File: src/rtl/ws2812b_frame_scheduler.sv
// Double-buffered GRB pixel store and frame sequencer for a WS2812B driver.
// Host fills the back bank; a commit swaps banks at the next frame start.
module ws2812b_frame_scheduler #(
  parameter int MAX_POS      = 16,
  parameter int FRAME_CLKS   = 27000,
  parameter int GAP_CLKS     = 4,
  parameter int REFRESH_CLKS = 0,
  parameter int ADDR_W       = (MAX_POS > 1) ? $clog2(MAX_POS) : 1
) (
  input  logic              i_clk,
  input  logic              i_reset,
  input  logic              i_enable,
  input  logic              i_wr_en,
  input  logic [ADDR_W-1:0] i_wr_addr,
  input  logic [23:0]       i_wr_data,
  input  logic              i_commit,
  output logic              o_commit_ack,
  output logic              o_frame_done,
  output logic              o_busy,
  output logic              o_update_frame,
  input  logic [ADDR_W-1:0] i_program_led_number,
  output logic [7:0]        o_program_red_intensity,
  output logic [7:0]        o_program_green_intensity,
  output logic [7:0]        o_program_blue_intensity
);

  localparam int IDX_W     = (MAX_POS > 1) ? $clog2(MAX_POS) : 1;
  localparam int PHASE_MAX = (FRAME_CLKS > GAP_CLKS) ? FRAME_CLKS : GAP_CLKS;
  localparam int FCNT_W    = $clog2(PHASE_MAX + 1);
  localparam int RCNT_W    = (REFRESH_CLKS > 0) ? $clog2(REFRESH_CLKS + 1) : 1;

  localparam logic [FCNT_W-1:0] FRAME_LAST  = FCNT_W'(FRAME_CLKS - 1);
  localparam logic [FCNT_W-1:0] GAP_LAST    = FCNT_W'(GAP_CLKS - 1);
  localparam logic [RCNT_W-1:0] REFRESH_MAX = RCNT_W'(REFRESH_CLKS);
  localparam logic [ADDR_W:0]   POS_LIMIT   = (ADDR_W + 1)'(MAX_POS);

  typedef enum logic [1:0] {
    ST_IDLE = 2'd0,
    ST_SEND = 2'd1,
    ST_GAP  = 2'd2
  } state_t;

  state_t              r_state;
  state_t              w_next_state;
  logic [FCNT_W-1:0]   r_frame_cnt;
  logic [FCNT_W-1:0]   w_frame_cnt_d;
  logic [RCNT_W-1:0]   r_refresh_cnt;
  logic                r_commit_pending;
  logic                r_front_sel;
  logic                r_update_frame;
  logic                r_busy;
  logic                r_commit_ack;
  logic                r_frame_done;
  logic                w_update_frame_d;
  logic                w_busy_d;
  logic                w_commit_ack_d;
  logic                w_frame_done_d;
  logic                w_refresh_due;
  logic                w_start;
  logic                w_swap;
  logic                w_send_last;
  logic                w_gap_last;
  logic                w_led_ok;
  logic [IDX_W-1:0]    w_led_idx;
  logic [23:0]         w_front_pix;
  logic [23:0]         r_bank0 [MAX_POS];
  logic [23:0]         r_bank1 [MAX_POS];
  logic [23:0]         w_front [MAX_POS];

  assign w_refresh_due = (REFRESH_CLKS != 0) && (r_refresh_cnt >= REFRESH_MAX);
  assign w_start       = (r_state == ST_IDLE) && i_enable && (r_commit_pending || w_refresh_due);
  assign w_swap        = w_start && r_commit_pending;
  assign w_send_last   = (r_state == ST_SEND) && (r_frame_cnt == FRAME_LAST);
  assign w_gap_last    = (r_state == ST_GAP) && (r_frame_cnt == GAP_LAST);

  always_ff @(posedge i_clk or posedge i_reset) begin
    if (i_reset) begin
      r_state <= ST_IDLE;
    end else begin
      r_state <= w_next_state;
    end
  end

  always_comb begin
    w_next_state = r_state;
    case (r_state)
      ST_IDLE: w_next_state = w_start ? ST_SEND : ST_IDLE;
      ST_SEND: w_next_state = w_send_last ? ST_GAP : ST_SEND;
      ST_GAP:  w_next_state = w_gap_last ? ST_IDLE : ST_GAP;
      default: w_next_state = ST_IDLE;
    endcase
  end

  // Next values of the registered outputs and the shared SEND/GAP phase counter.
  always_comb begin
    w_update_frame_d = (w_next_state == ST_SEND);
    w_busy_d         = (w_next_state != ST_IDLE);
    w_commit_ack_d   = w_swap;
    w_frame_done_d   = w_gap_last;
    w_frame_cnt_d    = {FCNT_W{1'b0}};
    case (r_state)
      ST_IDLE: w_frame_cnt_d = {FCNT_W{1'b0}};
      ST_SEND: w_frame_cnt_d = w_send_last ? {FCNT_W{1'b0}} : r_frame_cnt + FCNT_W'(1);
      ST_GAP:  w_frame_cnt_d = w_gap_last  ? {FCNT_W{1'b0}} : r_frame_cnt + FCNT_W'(1);
      default: w_frame_cnt_d = {FCNT_W{1'b0}};
    endcase
  end

  always_ff @(posedge i_clk or posedge i_reset) begin
    if (i_reset) begin
      r_update_frame <= 1'b0;
      r_busy         <= 1'b0;
      r_commit_ack   <= 1'b0;
      r_frame_done   <= 1'b0;
      r_frame_cnt    <= {FCNT_W{1'b0}};
    end else begin
      r_update_frame <= w_update_frame_d;
      r_busy         <= w_busy_d;
      r_commit_ack   <= w_commit_ack_d;
      r_frame_done   <= w_frame_done_d;
      r_frame_cnt    <= w_frame_cnt_d;
    end
  end

  // A commit landing in the start cycle survives the swap and waits for the next frame.
  always_ff @(posedge i_clk or posedge i_reset) begin
    if (i_reset) begin
      r_commit_pending <= 1'b0;
      r_front_sel      <= 1'b0;
      r_refresh_cnt    <= {RCNT_W{1'b0}};
    end else begin
      r_commit_pending <= (r_commit_pending && !w_swap) || i_commit;
      if (w_swap) begin
        r_front_sel <= ~r_front_sel;
      end else begin
        r_front_sel <= r_front_sel;
      end
      if (w_start) begin
        r_refresh_cnt <= {RCNT_W{1'b0}};
      end else if (r_refresh_cnt < REFRESH_MAX) begin
        r_refresh_cnt <= r_refresh_cnt + RCNT_W'(1);
      end else begin
        r_refresh_cnt <= r_refresh_cnt;
      end
    end
  end

  // Writes use the pre-swap bank select, so a write on the swap edge joins the new front.
  always_ff @(posedge i_clk or posedge i_reset) begin
    if (i_reset) begin
      for (int i = 0; i < MAX_POS; i++) begin
        r_bank0[i] <= 24'h0;
        r_bank1[i] <= 24'h0;
      end
    end else begin
      for (int i = 0; i < MAX_POS; i++) begin
        if (i_wr_en && (i_wr_addr == ADDR_W'(i))) begin
          if (r_front_sel) begin
            r_bank0[i] <= i_wr_data;
          end else begin
            r_bank1[i] <= i_wr_data;
          end
        end
      end
    end
  end

  always_comb begin
    for (int i = 0; i < MAX_POS; i++) begin
      w_front[i] = r_front_sel ? r_bank1[i] : r_bank0[i];
    end
  end

  assign w_led_ok    = ({1'b0, i_program_led_number} < POS_LIMIT);
  assign w_led_idx   = i_program_led_number[IDX_W-1:0];
  assign w_front_pix = w_led_ok ? w_front[w_led_idx] : 24'h0;

  assign o_program_green_intensity = w_front_pix[23:16];
  assign o_program_red_intensity   = w_front_pix[15:8];
  assign o_program_blue_intensity  = w_front_pix[7:0];
  assign o_update_frame            = r_update_frame;
  assign o_busy                    = r_busy;
  assign o_commit_ack              = r_commit_ack;
  assign o_frame_done              = r_frame_done;

endmodule

File: config.mk
export PLATFORM = sky130hd
export DESIGN_NAME = ws2812b_frame_scheduler
export DESIGN_NICKNAME = d
export VERILOG_FILES = /design/src/rtl/ws2812b_frame_scheduler.sv
export SDC_FILE = /design/constraint.sdc
export NUM_CORES = 1
export LEC_CHECK = 0
export CAP_MARGIN = 40
export CELL_PAD_IN_SITES_DETAIL_PLACEMENT = 2
export CELL_PAD_IN_SITES_GLOBAL_PLACEMENT = 2
export CORE_UTILIZATION = 42
export CTS_CLUSTER_DIAMETER = 80
export DETAILED_ROUTE_END_ITERATION = 10
export DONT_BUFFER_PORTS = 1
export PLACE_DENSITY = 0.88
export SYNTH_ARGS = -nofsm -noshare
export SYNTH_HDL_FRONTEND = slang
export SYNTH_SLANG_ARGS = --single-unit
File: constraint.sdc
create_clock -name i_clk -period 27.8 [get_ports i_clk]
set_clock_uncertainty 0.2 [all_clocks]
set_input_delay 5.56 -clock i_clk [delete_from_list [all_inputs] [get_ports i_clk]]
set_output_delay 5.56 -clock i_clk [all_outputs]
set_load 0.005 [all_outputs]
==> results of run 1 <==
## final cells by class
class / instances / area, sq um / share of cell area
flip-flops and latches: 791 / 19800 / 0.487
inverters: 6 / 26.3 / 0.000646
multi-input cells: 1670 / 15600 / 0.384
clock buffers: 132 / 2720 / 0.0669
well taps: 1144 / 1430 / 0.0352
repair buffers: 59 / 713 / 0.0175
clock inverters: 27 / 367 / 0.00902
## cells in the mapped netlist, drive strengths merged
cell | instances | area (sq um)
or4b | 1 | 10.0
nand4b | 3 | 26.3
and2 | 1 | 6.26
and3 | 4 | 25.0
nand4 | 4 | 25.0
dfrtp | 791 | 19800
a31oi | 27 | 169
nor2b | 5 | 31.3
a22oi | 72 | 541
buf | 60 | 295
a21o | 1 | 7.51
mux2i | 384 | 3840
a22o | 48 | 420
a21oi | 74 | 370
nand2b | 5 | 31.3
a211oi | 1 | 7.51
or3 | 3 | 18.8
ha | 5 | 62.6
or2 | 1 | 6.26
xnor2 | 7 | 61.3
nor3 | 31 | 155
o21ai | 1 | 8.76
mux2 | 768 | 8650
nand3 | 83 | 415
and4 | 1 | 8.76
nor2 | 33 | 124
nor3b | 2 | 15.0
xor2 | 7 | 61.3
or4 | 1 | 7.51
clkbuf | 185 | 694
inv | 6 | 22.5
nand2 | 97 | 364
## where the power goes
part,leakage [nW],switching (mW),internal [mW]
clock network,1.53,0.540,0.735
logic,7.56,0.163,0.152
registers,10.4,0.105,1.28
## kinds of logic (layout without fill, tap and decap cells)
kind of cell,count (synthesis),in the layout,synth area share
buffers and inverters,251,224,0.0279
xor gates and xnor gates,14,14,0.00338
DFF,791,791,0.546
adders and majority gates,5,5,0.00172
muxes,1152,1152,0.344
AOI/OAI and AO/OA,224,224,0.0420
and+or+nand+nor,275,275,0.0350
## sequential cells by signal (all words and copies together), names as in the netlist, 2 cells and up
register,flops
r_state,2
r_bank0,384
r_frame_cnt,15
r_bank1,384
## critical path, stage by stage
cell and delay (ns):
nor2b_4 0.62, buf_16 0.25, buf_4 0.80, a22o_1 0.27, nor3_1 0.07, a31oi_1 0.37
nand3_1 0.22
## per-stage QoR
step | std cells | hold slack (ns) | power (mW) | setup WS, ns
after global placement | 3656 | 0.240 | 1.60 | 13.96
after detailed placement | 3669 | 0.250 | 1.67 | 13.96
after CTS | 3828 | 0.258 | 2.98 | 13.92
after global routing | 3829 | 0.279 | 3.04 | 13.86
after floorplan | 2712 | 0.225 | 1.58 | 11.19
final | 3829 | 0.254 | 2.98 | 13.82
## metal layers
layer | global-route usage | up-vias | share of wire
li1 | - | 9584 | -
met1 | 0.397 | 13400 | 0.38
met2 | 0.555 | 1332 | 0.48
met3 | 0.0790 | 619 | 0.070
met4 | 0.235 | 2 | 0.074
met5 | 0 | - | 0.000074
## final timing paths
path,from,to,depth (start not counted)
max reg2reg,r_front_sel,r_bank0[122],4
min reg2reg,r_frame_cnt[0],r_frame_cnt[0],1
max,i_program_led_number[1],o_program_green_intensity[4],7
min in group asynchronous,i_reset,r_bank0[136],1
min,r_frame_cnt[0],r_frame_cnt[0],1
max in group asynchronous,i_reset,r_bank1[222],8
==> out/qor.yml, run 1 <==
outcome: "finished, final reports clean"
fmax_mhz: 71.5
cts_made_buffers: 88
insertion_delay_ns: 0.65
worstPathMaxFanout: 62
synth.cell_area_sq_mm: 0.0363
ys_types: 34
remaining_drc_errors: 0
worstSetupPathType: "in -> out"
dr.pass1.iters: 7
rows: 107
post_drt_wl_per_cell_microns: 38.7
dp_hpwl_microns: 75400
diodes: 0
grt_max_degree: 385
cp.arrival_ns: 8.22
final-max-slew-violation-count: 0
finalHoldViolations: 0
io_buffers: 0
worstPathRequired_ns: 22.04
grtUsageTotal: 0.340
overflow: 0
syn_area_per_cell_sq_um: 13.4
postSynthCellCount: 2712
relSlewSlack: 0.0469
yosysWarnings: 0
grt_pass1_wl_microns: 214000
min_period_ns: 13.98
vias_per_cell: 6.51
cts_tree: "built"
postSynthNetCount: 2754
nFillCells: 8034
grt_pass1_vias: 28800
final_nets: 2658
fp.dieW_microns: 296
cp-end-kind: "output port"
syn_to_final_growth_pct: 12.0
cts_buffer_depth: 3
ant_nets: 0
antenna_found_initial: 1
setup_tns_ns: 0
core_sq_mm: 0.0854
post_cts_buffers: 0
drt-total-wl_microns: 148000
ctsResizeCount: 0
drt_first_iter_violations: 2034
path_clk_slew_ns: 0.06
postPlaceCellArea_sq_mm: 0.0375
cap_violations: 0
vias: 24900
start_util: 0.425
p_per_area_mw_per_mm2: 73.2
ios: 65
cts.sinks: 791
final_common_cell: "dfrtp_1"
grt_setup_unrepaired: "false"
vdd_ir_drop_max_v: 0.0000468
layout_common_cells: "dfrtp_1, mux2_2, mux2i_1"
regToRegSetupSlack_ns: 24.68
startpoint_type: "input pin"
die_area_sq_mm: 0.0876
ys_seq_area_frac: 0.546
postCtsHoldBufs: 0
gp_congestion: 0.776
ys_ff_latch: 791
finalCritPeriodShare: 0.503
p_leak_nw: 19.5
cts-root-buf: "clkbuf_16"
drive_gt1_frac: 0.372
hold_class: "reg -> reg"
setup_viol: 0
h-tree-depth: 3
final_area_sq_mm: 0.0406
final_util: 0.476
tightest_slew_ns: 1.43
dieHeight_microns: 296
(Power assumes the default switching activity.)
==> inputs of run 2 (changes only) <==
Settings changed: CORE_UTILIZATION 42 to 46, PLACE_DENSITY 0.88 to 0.91.
Clock period 27.8 ns to 13.1 ns, I/O delays scaled along.
==> out/qor.yml, run 2 (synthesis results as in run 1) <==
outcome: "complete, but fails checks"
violations: "max-slew violations"
whs_ns: 0.266
startpoint_type: "input pin"
hold_end: "r_frame_cnt[0]"
ff2ff_path_depth: 5
grt_pass1_vias: 28400
h-tree-depth: 3
die_area_sq_mm: 0.0800
r2r_start: "r_front_sel"
finalHoldViolations: 0
p_per_area_mw_per_mm2: 157
core_sq_mm: 0.0777
overflow: 0
syn_to_final_growth_pct: 11.5
dr.pass1.iters: 5
final_nets: 2658
cp-end-kind: "output port"
final_cells: 3726
hold_class: "reg -> reg"
cts_buffer_depth: 3
regToRegSetupSlack_ns: 9.52
vdd_ir_drop_max_v: 0.0000971
cts-root-buf: "clkbuf_16"
holdPathStages: 1
grtUsageTotal: 0.363
postCtsHoldBufs: 0
diodes: 0
vias_per_cell: 6.98
insertion_delay_ns: 0.66
cp_slowest_cell: "buf_4"
post_drt_wl_per_cell_microns: 42.8
dieHeight_microns: 283
rows: 102
grt_max_degree: 385
drive_gt1_frac: 0.367
path_clk_slew_ns: 0.05
vias: 26000
start_util: 0.467
fmax_mhz: 123
worstSetupPathType: "in -> out"
max_stage_delay_ns: 0.81
crit_chain: "nor2b_4 -> buf_4 -> buf_4 -> a22o_1 -> nor3_1 -> a31oi_1 -> nand3_1"
post_cts_buffers: 0
cts_tree: "built"
hp-start: "r_frame_cnt[0]"
tightest_slew_ns: 1.64
cap_violations: 0
cts.sinks: 791
timing.rr.end: "r_bank1[109]"
cp.arrival_ns: 5.30
final-max-slew-violation-count: 120
dp_hpwl_microns: 77300
finalCritPeriodShare: 0.620
fp.dieW_microns: 283
worstPathRequired_ns: 10.28
drt_first_iter_violations: 2747
ios: 65
remaining_drc_errors: 0
grt_pass1_wl_microns: 210000
layout_common_cells: "dfrtp_1, mux2_2, mux2i_1"
dp.cells: 3561
p_leak_nw: 19.4
drt-total-wl_microns: 160000
cts_made_buffers: 88
ctsResizeCount: 0
io_buffers: 0
ant_nets: 0
min_period_ns: 8.12
relSlewSlack: -0.0922
antenna_found_initial: 4
gp_congestion: 0.774
cp_common_cell: "buf_4"
setup_viol: 0
worstPathMaxFanout: 58
final_common_cell: "dfrtp_1"
reg_top3: "r_bank0 (384), r_bank1 (384), r_frame_cnt (15)"
grt_setup_unrepaired: "false"
## run 2: cell types whose count changed in the layout (fill, tap and decap cells not counted), moves of 2 or more
| cell | change |
|---|---|
| buf_4 | -12 |
| clkbuf_8 | -16 |
| clkinv_2 | +2 |
| nor2_2 | +5 |
| inv_16 | +2 |
| buf_8 | +2 |
| clkbuf_1 | +18 |
| buf_12 | +8 |
| nand2_1 | -4 |
| nand2_2 | +4 |
| nor2_4 | -5 |
## run 2: how the worst max path moves through the flow
stage / startpoint / end / slack (ns)
finish: i_program_led_number[1] / o_program_green_intensity[4] / 4.98
global route: i_program_led_number[1] / o_program_green_intensity[5] / 5.00
CTS: i_program_led_number[1] / o_program_red_intensity[1] / 5.12
detailed placement: i_program_led_number[1] / o_program_green_intensity[4] / 5.18
global placement: i_program_led_number[1] / o_program_red_intensity[1] / 4.97
floorplan: i_reset / o_busy / -0.57
## run 2: critical path: cells and delay by family
family                 cells  cell delay [ns]
and+or+nand+nor            3             0.45
buffers and inverters      2             1.53
AOI/OAI and AO/OA          2             0.65
## run 2: layout make-up
cell class                 instances  area [sq um]
inverter                           6          26.3
timing repair buffer              59           830
multi-input combinational       1670         15600
clock buffer                     134          2570
clock inverter                    26           342
fill                            6923         37300
sequential                       791         19800
tap                             1040          1300
## run 2: per-stage QoR
| step | power [mW] | worst slack, ns | setup TNS, ns | cell area [sq um] | util |
|---|---|---|---|---|---|
| 2_1_floorplan | 3.35 | -0.575 | -454.70 | 36300 | - |
| 3_3_place_gp | 3.39 | 4.97 | 0 | 37000 | 0.476 |
| 3_5_place_dp | 3.54 | 5.18 | 0 | 37400 | 0.482 |
| 4_1_cts | 6.19 | 5.12 | 0 | 40300 | 0.519 |
| 5_1_grt | 6.43 | 5.00 | 0 | 40400 | 0.520 |
| 6_report | 6.33 | 4.98 | 0 | 40400 | 0.520 |
## run 2: power breakdown
group / leakage (nW) / internal (mW) / switching [mW]
clock: 1.43 / 1.48 / 1.18
combinational: 7.60 / 0.321 / 0.376
sequential: 10.4 / 2.72 / 0.255
total: 19.4 / 4.52 / 1.81
## run 2: per-layer routing
layer / vias to the layer above / share of wire / track usage
met5: - / 0.00018 / 0
met4: 4 / 0.075 / 0.211
met3: 755 / 0.079 / 0.0721
met2: 1752 / 0.47 / 0.595
met1: 13900 / 0.38 / 0.448
li1: 9585 / - / -
==> inputs of run 3 (changes only) <==
Settings changed: CORE_UTILIZATION 46 to 42, PLACE_DENSITY 0.91 to 0.88.
Clock period 13.1 ns to 6.8 ns, I/O delays scaled along.
==> out/qor.yml, run 3 (synthesis results as in run 1) <==
grt_max_degree: 385
hold_class: "reg -> reg"
final_area_sq_mm: 0.0405
cts_tree: "built"
fmax_mhz: 192
start_util: 0.425
fp.dieW_microns: 296
final_cells: 3829
setup_viol: 0
final_util: 0.475
worstSetupPathType: "reg -> out"
dieHeight_microns: 296
drt-met1-wl_microns: 59200
rows: 107
grtUsageTotal: 0.330
post_drt_wl_per_cell_microns: 40.9
dr.pass1.iters: 7
startpoint_type: "flip-flop"
layout_common_cells: "dfrtp_1, mux2_2, mux2i_1"
dr_wl_met3_microns: 11300
post_cts_buffers: 0
p_leak_nw: 19.4
grt_pass1_wl_microns: 210000
vias: 25500
io_buffers: 0
h-tree-depth: 3
vdd_ir_drop_max_v: 0.000311
cts_buffer_depth: 3
ctsResizeCount: 0
gp_congestion: 0.767
dr_wl_met2_microns: 74700
antenna_found_initial: 3
drt_first_iter_violations: 2252
final_nets: 2658
final-max-slew-violation-count: 0
dpl_worst_slack_ns: 1.95
reg_top3: "r_bank0 (384), r_bank1 (384), r_frame_cnt (15)"
drive_gt1_frac: 0.370
dp_hpwl_microns: 73800
postCtsHoldBufs: 0
overflow: 0
postPlaceCellArea_sq_mm: 0.0374
p_per_area_mw_per_mm2: 304
outcome: "finished, final reports clean"
path_clk_slew_ns: 0.07
finalCritPeriodShare: 0.766
grt_pass1_vias: 28500
setup_tns_ns: 0
dp.cells: 3667
setup_ws_ns: 1.59
worstPathMaxFanout: 38
drt-total-wl_microns: 157000
finalHoldViolations: 0
cts_made_buffers: 89
cp.arrival_ns: 3.65
routed.top_layer: "met5"
die_area_sq_mm: 0.0876
remaining_drc_errors: 0
vias_per_cell: 6.65
insertion_delay_ns: 0.66
cts.sinks: 791
tightest_slew_ns: 0.996
cts-root-buf: "clkbuf_16"
ant_nets: 0
min_period_ns: 5.21
ios: 65
cap_violations: 0
worstPathRequired_ns: 5.24
syn_to_final_growth_pct: 11.7
cp-end-kind: "output port"
grt_setup_unrepaired: "false"
core_sq_mm: 0.0854
relSlewSlack: 0.336
final_common_cell: "dfrtp_1"
run 3: cell count changes in the layout (fill, tap and decap cells not counted), sizes merged:
cell      change
diode         +2
clkinv        +2
bufinv        +3
inv           +3
clkinvlp      +2
buf           -1
clkbuf       -12
run 3: final timing paths:
kind / endpoint / startpoint / cells after the start / slack [ns]
worst max-delay path: o_program_red_intensity[1] / r_front_sel / 5 / 1.59
worst min-delay path: r_frame_cnt[0] / r_frame_cnt[0] / 1 / 0.26
worst max register to register: r_bank0[69] / r_front_sel / 4 / 3.33
worst min register to register: r_frame_cnt[0] / r_frame_cnt[0] / 1 / 0.26
max in group asynchronous: r_bank1[31] / i_reset / 3 / 4.25
min in group asynchronous: o_update_frame / i_reset / 1 / 0.39
run 3: worst max-delay path, cell delays in order (launching register included):
cell and delay [ns]:
dfrtp_1 0.71, nor2b_4 0.85, buf_12 0.32, a22oi_1 0.19, a31oi_1 0.50, nand3_1 0.34
run 3: metrics by stage:
step	power [mW]	hold WS [ns]
2_1_floorplan	6.45	0.225
3_3_place_gp	6.56	0.240
3_5_place_dp	6.81	0.260
4_1_cts	12.1	0.267
5_1_grt	12.5	0.292
6_report	12.3	0.261
run 3: per-layer routing:
layer  vias to the layer above  GRT usage
li1                       9602          -
met1                     13800      0.389
met2                      1435      0.543
met3                       636     0.0779
met4                         2      0.211
met5                         -          0
run 3: final cells by class:
cell class	count	area [sq um]
Fill cell	7990	44900
Inverter	6	26.3
Tap cell	1144	1430
Timing Repair Buffer	58	646
Multi-Input combinational cell	1670	15600
Clock inverter	36	512
Clock buffer	122	2530
Sequential cell	791	19800
Antenna cell	2	5.00
run 3: where the power goes:
| part | leakage, nW | switching [mW] | total (mW) | internal, mW |
|---|---|---|---|---|
| logic | 7.53 | 0.697 | 1.31 | 0.610 |
| clock network | 1.49 | 2.33 | 5.30 | 2.97 |
| registers | 10.4 | 0.469 | 5.71 | 5.24 |
| total | 19.4 | 3.49 | 12.3 | 8.82 |
